===== config.mk =====
export PLATFORM = sky130hd
export DESIGN_NAME = bank_mapper
export DESIGN_NICKNAME = d
export VERILOG_FILES = /design/src/rtl/bank_mapper_pkg.sv /design/src/rtl/bank_mapper_win.sv /design/src/rtl/bank_mapper.sv
export SDC_FILE = /design/constraint.sdc
export NUM_CORES = 1
export LEC_CHECK = 0
export CORE_ASPECT_RATIO = 0.75
export CORE_MARGIN = 5
export CORE_UTILIZATION = 38
export CTS_BUF_LIST = sky130_fd_sc_hd__clkbuf_2
export DETAILED_ROUTE_END_ITERATION = 8
export PLACE_DENSITY = 0.87
export SLEW_MARGIN = 20
export SYNTH_ARGS = -nofsm -noshare
export SYNTH_HDL_FRONTEND = slang
export SYNTH_SLANG_ARGS = --single-unit

===== constraint.sdc =====
create_clock -name clk_sys -period 5.36 [get_ports clk_sys]
set_clock_uncertainty 0.05 [all_clocks]
set_input_delay 1.072 -clock clk_sys [delete_from_list [all_inputs] [get_ports clk_sys]]
set_output_delay 1.072 -clock clk_sys [all_outputs]
set_load 0.05 [all_outputs]

===== src/rtl/bank_mapper_pkg.sv =====
// Shared types and select-port offsets for the bank mapper.
package bank_mapper_pkg;

  typedef enum logic [1:0] {
    BOOT = 2'd0,
    RUN  = 2'd1,
    LOAD = 2'd2
  } state_t;

  localparam logic [1:0] OFS_RAM  = 2'd0;
  localparam logic [1:0] OFS_DISK = 2'd1;
  localparam logic [1:0] OFS_ROM  = 2'd2;

endpackage


===== src/rtl/bank_mapper_win.sv =====
// One window page register: load-mode force, select-port load, boot-exit clear.
module bank_mapper_win #(
  parameter int                PAGE_W  = 4,
  parameter logic [PAGE_W-1:0] RST_VAL = '0
) (
  input  logic              clk_sys,
  input  logic              reset_n,
  input  logic              force_clr,
  input  logic              clr,
  input  logic              ld,
  input  logic [PAGE_W-1:0] ld_val,
  output logic [PAGE_W-1:0] page
);

  // A select write on the boot-exit edge wins over the clear, so ld sits above clr.
  always_ff @(posedge clk_sys or negedge reset_n) begin
    if (!reset_n)       page <= RST_VAL;
    else if (force_clr) page <= '0;
    else if (ld)        page <= ld_val;
    else if (clr)       page <= '0;
  end

endmodule


===== src/rtl/bank_mapper.sv =====
// Multi-window page mapper with boot shadow and host-load mode.
// Optional readback port: define BANK_MAPPER_READBACK_EN.
module bank_mapper
  import bank_mapper_pkg::*;
#(
  parameter int ADDR_W       = 16,
  parameter int PAGE_W       = 4,
  parameter int WIN_W        = 1,
  parameter int NUM_PAGES    = 10,
  parameter int ROM_PAGE     = 1,
  parameter int RAMDISK_BASE = 2,
  parameter int SEL_BASE     = 'hFFFC
) (
  input  logic                     clk_sys,
  input  logic                     reset_n,
  input  logic [ADDR_W-1:0]        addr,
  input  logic [7:0]               din,
  input  logic                     wr_n,
  input  logic                     rd,
  input  logic                     en,
  input  logic                     shadow_en,
  input  logic                     load,
  output logic [PAGE_W+ADDR_W-1:0] phys_addr,
  output logic [PAGE_W-1:0]        page_o,
  output logic                     rom_active,
  output logic                     sel_hit,
  output logic                     err,
  output logic [7:0]               dout,
  output logic [1:0]               state_o
);

  localparam int                IDX_W  = (WIN_W > 0) ? WIN_W : 1;
  localparam int                NWIN   = 1 << WIN_W;
  localparam int                NSLOT  = 1 << IDX_W;
  localparam logic [PAGE_W-1:0] ROM_P  = ROM_PAGE[PAGE_W-1:0];
  localparam logic [PAGE_W-1:0] DISK_P = RAMDISK_BASE[PAGE_W-1:0];
  localparam logic [PAGE_W:0]   NUM_P  = NUM_PAGES[PAGE_W:0];
  localparam logic [ADDR_W-1:0] SEL_A  = SEL_BASE[ADDR_W-1:0];

  state_t            state, state_n;
  logic              old_wr, armed, wr_edge, sel_wr, boot_exit, bad;
  logic [IDX_W-1:0]  win, wsel;
  logic [PAGE_W:0]   disk_p;
  logic [PAGE_W-1:0] ld_val;
  logic [NSLOT-1:0]  ld_vec;
  logic [PAGE_W-1:0] pages [NSLOT];
  logic              unused_din;

  if (WIN_W > 0) begin : g_idx
    assign win  = addr[ADDR_W-1 -: IDX_W];
    assign wsel = din[7 -: IDX_W];
  end else begin : g_noidx
    assign win  = '0;
    assign wsel = '0;
  end

  assign unused_din = ^din;
  assign sel_hit    = (addr[ADDR_W-1:2] == SEL_A[ADDR_W-1:2]);
  assign page_o     = pages[win];
  assign phys_addr  = {page_o, addr};
  assign rom_active = (page_o == ROM_P);
  assign state_o    = state;

  // armed keeps a write that straddles reset release from counting as a fresh edge.
  assign wr_edge   = armed & old_wr & ~wr_n;
  assign sel_wr    = wr_edge & sel_hit & en & ~load & (state != LOAD);
  assign boot_exit = (state == BOOT) & ~load &
                     ((shadow_en & (rd | wr_edge) & addr[ADDR_W-1]) | sel_wr);
  assign disk_p    = {1'b0, DISK_P} + {1'b0, din[PAGE_W-1:0]};

  always_comb begin
    // NOTE: every combinational output gets a default first so no latch is inferred.
    ld_val = '0;
    bad    = 1'b0;
    ld_vec = '0;
    case (addr[1:0])
      OFS_RAM:  ld_val = '0;
      OFS_DISK: begin
        ld_val = disk_p[PAGE_W-1:0];
        bad    = (disk_p >= NUM_P);
      end
      default:  ld_val = ROM_P;
    endcase
    if (sel_wr && !bad) ld_vec[wsel] = 1'b1;
  end

  always_comb begin
    state_n = state;
    if (load) state_n = LOAD;
    else begin
      case (state)
        BOOT:    if (boot_exit) state_n = RUN;
        LOAD:    state_n = RUN;
        default: state_n = RUN;
      endcase
    end
  end

  always_ff @(posedge clk_sys or negedge reset_n) begin
    if (!reset_n) begin
      state  <= BOOT;
      old_wr <= 1'b1;
      armed  <= 1'b0;
      err    <= 1'b0;
    end else begin
      state  <= state_n;
      old_wr <= wr_n;
      armed  <= 1'b1;
      err    <= err | (sel_wr & bad);
    end
  end

  for (genvar i = 0; i < NSLOT; i++) begin : g_win
    if (i < NWIN) begin : g_reg
      bank_mapper_win #(.PAGE_W(PAGE_W), .RST_VAL(ROM_P)) u_win (
        .clk_sys   (clk_sys),
        .reset_n   (reset_n),
        .force_clr (load),
        .clr       (boot_exit),
        .ld        (ld_vec[i]),
        .ld_val    (ld_val),
        .page      (pages[i])
      );
    end else begin : g_tie
      assign pages[i] = '0;
    end
  end

`ifdef BANK_MAPPER_READBACK_EN
  logic [IDX_W-1:0] rb_idx;
  logic [7:0]       rb;

  assign rb_idx = IDX_W'(addr[1:0]) & IDX_W'(NWIN - 1);

  always_comb begin
    rb              = '0;
    rb[PAGE_W-1:0]  = pages[rb_idx];
    rb[7]           = err;
  end

  always_ff @(posedge clk_sys or negedge reset_n) begin
    if (!reset_n)          dout <= 8'hFF;
    else if (rd & sel_hit) dout <= rb;
  end
`else
  assign dout = 8'hFF;
`endif

endmodule


==> impl_metrics.py, run 1 <==
metrics = {
    "status": {
        "status": "finished, final reports clean",
    },
    "setup_path": {
        "cp-end-kind": "output pin",
        "slowest_delay_ps": 800,
        "cp_data_arrival_time_ps": 3380,
        "worstPathCellList": "clkdlybuf4s50_1, nand4_1, or4_1, inv_1, clkdlybuf4s50_1",
        "worstSetupPathType": "input pin to output pin",
        "cp_top_family": "buffers and inverters",
        "startpoint_type": "input pin",
        "crit_path_frequent_cell": "clkdlybuf4s50_1",
        "crit_buf_inv": 3,
        "timing.rr.end": "g_win[0].g_reg.u_win.page[2]",
        "rrSetupSlack_ps": 3310,
        "slowest_stage": "clkdlybuf4s50_1",
        "reg2reg_depth": 4,
        "r2r_start": "old_wr",
        "cp.required_ps": 4240,
        "path_max_fanout": 8,
    },
    "job": {
        "max-cap-violations": 0,
    },
    "sta": {
        "finalSetupViolCount": 0,
        "setup_tns_ps": 0,
        "finalHoldViolCount": 0,
        "whs_ps": 434,
        "rsz0062_at_grt": "no",
        "max_freq_mhz": 222,
        "period_needed_ps": 4500,
        "drv_slew": 0,
        "finalCritPeriodShare_pct": 84.0,
        "tightestPinTransition_ps": 817,
        "slew_headroom_pct": 45.0,
    },
    "worst_hold_path": {
        "hp-class": "register to register",
        "min_to": "err",
        "hold_start": "err",
        "min_path_cells": 1,
    },
    "clock_tree": {
        "ctsResizeCount": 0,
        "hold_buffers": 0,
        "path_clk_slew_ps": 130,
        "insertion_delay_ps": 270,
        "postCtsSetupBuffers": 0,
        "clkSinkCount": 13,
        "numCtsBuffers": 3,
        "cts_root_buf": "clkbuf_2",
        "clockBufferDepth": 2,
        "cts_max_level": 1,
        "cts_tree": "built",
    },
    "floorplanning": {
        "io-pin-count": 68,
        "core_um2": 2350,
        "rows": 15,
        "die_w_um": 68.0,
        "floorplan.initialDensity_pct": 40.8,
        "fp.dieH_um": 53.5,
        "die_area_um2": 3630,
    },
    "final_layout": {
        "utilization_pct": 58.8,
        "antenna_cells": 0,
        "syn2layout_area_growth_pct": 44.2,
        "nNetsFinal": 172,
        "drive_gt1_share_pct": 10.9,
    },
    "synth": {
        "synth_xor_area_share_pct": 0.915,
        "synth_top_area_share_pct": 26.1,
        "synth.area.top_cells": "dfrtp_1, buf_4, dfstp_2, a22o_1, mux2_2",
        "synth-simple-area-share_pct": 15.3,
        "synth_top_family_by_area": "buffers and inverters",
        "syn-cell-area_um2": 957,
        "ys_warn_count": 0,
        "synth_common_cells": "buf_4, dfrtp_1, a22o_1, nor2_1, inv_1",
        "synthMuxAreaShare_pct": 4.71,
        "synth_fa_ha_area_share_pct": 2.61,
        "synth_top_area_cell": "dfrtp_1",
        "ys_types": 34,
        "synth_async_sr_flop_share_pct": 100,
        "ys_seq_area_share_pct": 34.4,
        "synth_area_per_cell_um2": 9.48,
        "synth_edf_count": 0,
        "synth_compound_area_share_pct": 15.7,
        "ys_ff_latch": 13,
        "synthFlopType": "dfrtp_1",
        "syn_inst": 101,
        "yosysMostFrequentCell": "buf_4",
    },
    "global_route": {
        "grt_usage_pct": 14.5,
        "gr-total-overflow": 0,
        "grt_max_degree": 14,
        "grt_antenna_before_repair": 0,
        "grt_pass1_wl_mm": 3.90,
        "grt_pass1_vias": 837,
    },
    "power": {
        "ir_drop_v": 0.000100,
        "power.leakage_uw": 0.000586,
        "p_per_area_nw_per_um2": 177,
        "swShare_pct": 37.7,
        "seqPwrFrac_pct": 41.4,
        "power.switching_uw": 92.4,
        "p_clk_share_pct": 20.3,
        "p_int_uw": 152,
        "combPwrFrac_pct": 38.3,
    },
    "detailed_routing": {
        "drc": 0,
        "vias": 845,
        "ant_nets": 0,
        "wire_per_inst_um": 15.5,
        "routed_wl_mm": 2.67,
        "drt_first_pass_iters": 4,
        "viasPerCell": 4.91,
        "first_iter_violations": 16,
    },
    "place": {
        "dp_hpwl_mm": 2.26,
        "globalplace.congestion": 0.736,
        "numPortBuffers": 56,
    },
}
-- metrics by stage --
| step | cell area, µm² | power [µW] | setup slack [ps] | instances |
|---|---|---|---|---|
| after CTS | 1380 | 246 | 860 | 172 |
| after floorplan | 987 | 168 | 884 | 109 |
| final | 1380 | 245 | 857 | 172 |
| after global placement | 1360 | 195 | 878 | 168 |
| after global routing | 1380 | 254 | 765 | 172 |
| after detailed placement | 1360 | 196 | 858 | 168 |
-- sequential cells by signal, indices dropped and copies added, names as in the netlist --
signal / count
old_wr: 1
err: 1
g_win.g_reg.u_win.page: 8
state_o: 2
armed: 1
-- placed cells by master, fill, tap and decap left out, types with 3 or more instances in the layout --
cell              n
dfrtp_1          10
dfstp_2           3
clkbuf_2          3
mux2_2            4
clkdlybuf4s50_1  56
conb_1            9
nand4_1           3
a22o_1            6
inv_1             5
nor2_1            6
or3_1             3
-- cell type report --
cell class,count,area (µm²)
Clock buffer,3,15.0
Clock inverter,1,5.00
Fill cell,185,966
Inverter,5,18.8
Multi-Input combinational cell,60,409
Sequential cell,13,329
Tap cell,34,42.5
Timing Repair Buffer,56,561
-- power by group through the flow --
stage                     clock network, µW  logic [µW]  registers [µW]
final                                  49.8        93.8             101
after CTS                              51.3        93.6             101
after global placement                    0        91.9             103
after floorplan                           0        61.8             106
after global routing                   54.6        97.9             102
after detailed placement                  0        93.3             103
-- worst reg2reg max path, delay by kind of cell (launching register included) --
kind	cells	cell delay [ps]
and+or+nand+nor	2	890
DFF	1	540
AOI/OAI and AO/OA	2	520
-- layer usage --
metal  vias to the layer above  track usage, %  wire (µm)
li1                        402               -          -
met1                       407            16.6        998
met2                        34            26.6       1500
met3                         2            4.46        150
met4                         0            2.31         17
met5                         -               0          0
-- logic make-up (layout without fill, tap and decap cells) --
group	Yosys count	count (layout)
DFF	13	13
adders and majority gates	2	2
other	1	9
xor gates and xnor gates	1	1
muxes	4	4
and+or+nand+nor	26	26
buffers and inverters	36	65
AOI/OAI and AO/OA	18	18
-- how the worst max path moves through the flow --
stage | start | to | depth (start not counted)
floorplan | addr[15] | rom_active | 3
global placement | addr[15] | sel_hit | 5
detailed placement | addr[15] | sel_hit | 5
CTS | addr[15] | sel_hit | 5
global route | addr[15] | rom_active | 4
finish | addr[15] | sel_hit | 5
No activity file was read; power rests on OpenSTA's default activity.
==> inputs of run 2 (changes only) <==
--- a/config.mk
+++ b/config.mk
@@ -7,10 +7,10 @@
 export LEC_CHECK = 0
 export CORE_ASPECT_RATIO = 0.75
 export CORE_MARGIN = 5
-export CORE_UTILIZATION = 38
+export CORE_UTILIZATION = 32
 export CTS_BUF_LIST = sky130_fd_sc_hd__clkbuf_2
 export DETAILED_ROUTE_END_ITERATION = 8
-export PLACE_DENSITY = 0.87
+export PLACE_DENSITY = 0.78
 export SLEW_MARGIN = 20
 export SYNTH_ARGS = -nofsm -noshare
 export SYNTH_HDL_FRONTEND = slang
==> constraint.sdc (replaced) <==
create_clock -name clk_sys -period 4 [get_ports clk_sys]
set_clock_uncertainty 0.05 [all_clocks]
set_input_delay 0.8 -clock clk_sys [delete_from_list [all_inputs] [get_ports clk_sys]]
set_output_delay 0.8 -clock clk_sys [all_outputs]
set_load 0.05 [all_outputs]
==> run 2 against run 1 <==
Net effect:
- power grew 34%
- register-to-register slack lost 1400 ps
- utilization shrank 11 points
- critical path depth shrank 1
- via count shrank 1.3%
- sequential power grew 34%
- cell count grew 2.3%
- global-route usage shrank 1.6 points
- flip-flop and latch count is the same
- sequential share of layout area shrank 0.42 points
- critical path type unchanged
==> impl_metrics.py, run 2 (synthesized netlist as in run 1, its figures left out) <==
metrics = {
    "worst_hold_path": {
        "hp-class": "register to register",
        "hold_start": "err",
        "min_path_cells": 1,
        "min_to": "err",
    },
    "place": {
        "dp_hpwl_mm": 2.21,
        "place_inst": 172,
        "numPortBuffers": 56,
        "place_area_um2": 1390,
        "globalplace.congestion": 0.804,
    },
    "sta": {
        "finalCritPeriodShare_pct": 87.7,
        "tightestPinTransition_ps": 720,
        "slew_headroom_pct": 51.6,
        "setup_tns_ps": 0,
        "finalHoldViolCount": 0,
        "finalSetupViolCount": 0,
        "period_needed_ps": 3510,
        "rsz0062_at_grt": "no",
        "drv_slew": 0,
        "max_freq_mhz": 285,
    },
    "final_layout": {
        "nNetsFinal": 172,
        "syn2layout_area_growth_pct": 46.8,
        "mostFrequentLayoutCells": "clkdlybuf4s50_1, dfrtp_1, conb_1",
        "drive_gt1_share_pct": 12.3,
        "fin_cells": 176,
        "largest_reg_flops": 8,
        "regMostFlops": "g_win.g_reg.u_win.page",
        "antenna_cells": 0,
        "post-route-cell-area_um2": 1410,
        "layout_commonest_cell": "clkdlybuf4s50_1",
        "utilization_pct": 48.2,
    },
    "floorplanning": {
        "rows": 17,
        "fp.dieH_um": 57.4,
        "core_um2": 2910,
        "die_area_um2": 4200,
        "io-pin-count": 68,
        "floorplan.initialDensity_pct": 32.8,
        "die_w_um": 73.2,
    },
    "job": {
        "max-cap-violations": 0,
    },
    "setup_path": {
        "cp_top_family": "buffers and inverters",
        "startpoint_type": "input pin",
        "slowest_stage": "clkdlybuf4s50_1",
        "worstPathCellList": "clkdlybuf4s50_1, mux2_2, nor4b_1, buf_12",
        "worstSetupPathType": "input pin to output pin",
        "r2r_start": "old_wr",
        "cp-end-kind": "output pin",
        "cp_data_arrival_time_ps": 2660,
        "crit_buf_inv": 2,
        "path_max_fanout": 8,
        "reg2reg_depth": 5,
        "cp.required_ps": 3150,
        "timing.rr.end": "g_win[1].g_reg.u_win.page[3]",
        "slowest_delay_ps": 690,
        "rrSetupSlack_ps": 1930,
    },
    "status": {
        "status": "finished, final reports clean",
    },
    "clock_tree": {
        "path_clk_slew_ps": 110,
        "numCtsBuffers": 3,
        "postCtsSetupBuffers": 0,
        "clockBufferDepth": 2,
        "cts_max_level": 1,
        "cts_tree": "built",
        "clkSinkCount": 13,
        "cts_root_buf": "clkbuf_2",
        "insertion_delay_ps": 270,
        "ctsResizeCount": 0,
        "hold_buffers": 0,
    },
    "global_route": {
        "grt.busiest_layer": "met2",
        "grt_max_degree": 14,
        "gr-total-overflow": 0,
        "grt_pass1_wl_mm": 4.26,
        "grt_antenna_before_repair": 0,
        "grt_usage_pct": 12.9,
        "grt_util_met2_pct": 21.1,
        "grt_pass1_vias": 860,
        "grtUsageMet3_pct": 5.46,
        "grt_util_met1_pct": 16.1,
    },
    "detailed_routing": {
        "drt_first_pass_iters": 4,
        "wire_per_inst_um": 14.7,
        "first_iter_violations": 40,
        "routed_wl_mm": 2.59,
        "drc": 0,
        "viasPerCell": 4.74,
        "ant_nets": 0,
        "vias": 834,
    },
    "power": {
        "power.leakage_uw": 0.000596,
        "p_per_area_nw_per_um2": 233,
        "ir_drop_v": 0.000111,
    },
}
[run 2: cell type report]
cell class | instances | area, µm²
tap | 38 | 47.5
inverter | 5 | 18.8
sequential | 13 | 329
clock buffer | 4 | 20.0
fill | 254 | 1510
timing repair buffer | 56 | 581
multi-input combinational | 60 | 409
[run 2: routing by layer]
layer / up-vias / wire length [µm]
met5: - / 0
met4: 0 / 6
met3: 2 / 202
met2: 33 / 1300
met1: 399 / 1080
li1: 400 / -
[run 2: worst max-delay path by stage]
stage	start	endpoint	slack, ps	depth (start not counted)
after floorplan	addr[15]	rom_active	70	3
after global placement	addr[15]	rom_active	510	4
after detailed placement	addr[15]	rom_active	500	4
after CTS	addr[15]	rom_active	470	4
after global routing	addr[15]	rom_active	370	4
final	addr[15]	rom_active	490	4
[run 2: worst reg2reg max path, stage by stage (launching register included)]
cell,delay (ps)
dfstp_2,530
and3b_1,200
o2111ai_1,260
o311ai_1,440
o21ba_1,250
a22o_1,250
[run 2: report_power, final]
group | leakage, µW | switching (µW) | internal, µW
sequential | 0.000165 | 1.26 | 134
combinational | 0.000415 | 77.7 | 47.4
clock | 0.0000166 | 40.5 | 26.5
total | 0.000596 | 119 | 208
[run 2: through the flow]
stage,hold slack (ps),worst slack (ps),total power (µW)
2_1_floorplan,410,68.2,225
3_3_place_gp,404,513,261
3_5_place_dp,394,499,263
4_1_cts,422,467,331
5_1_grt,470,373,346
6_report,416,491,328
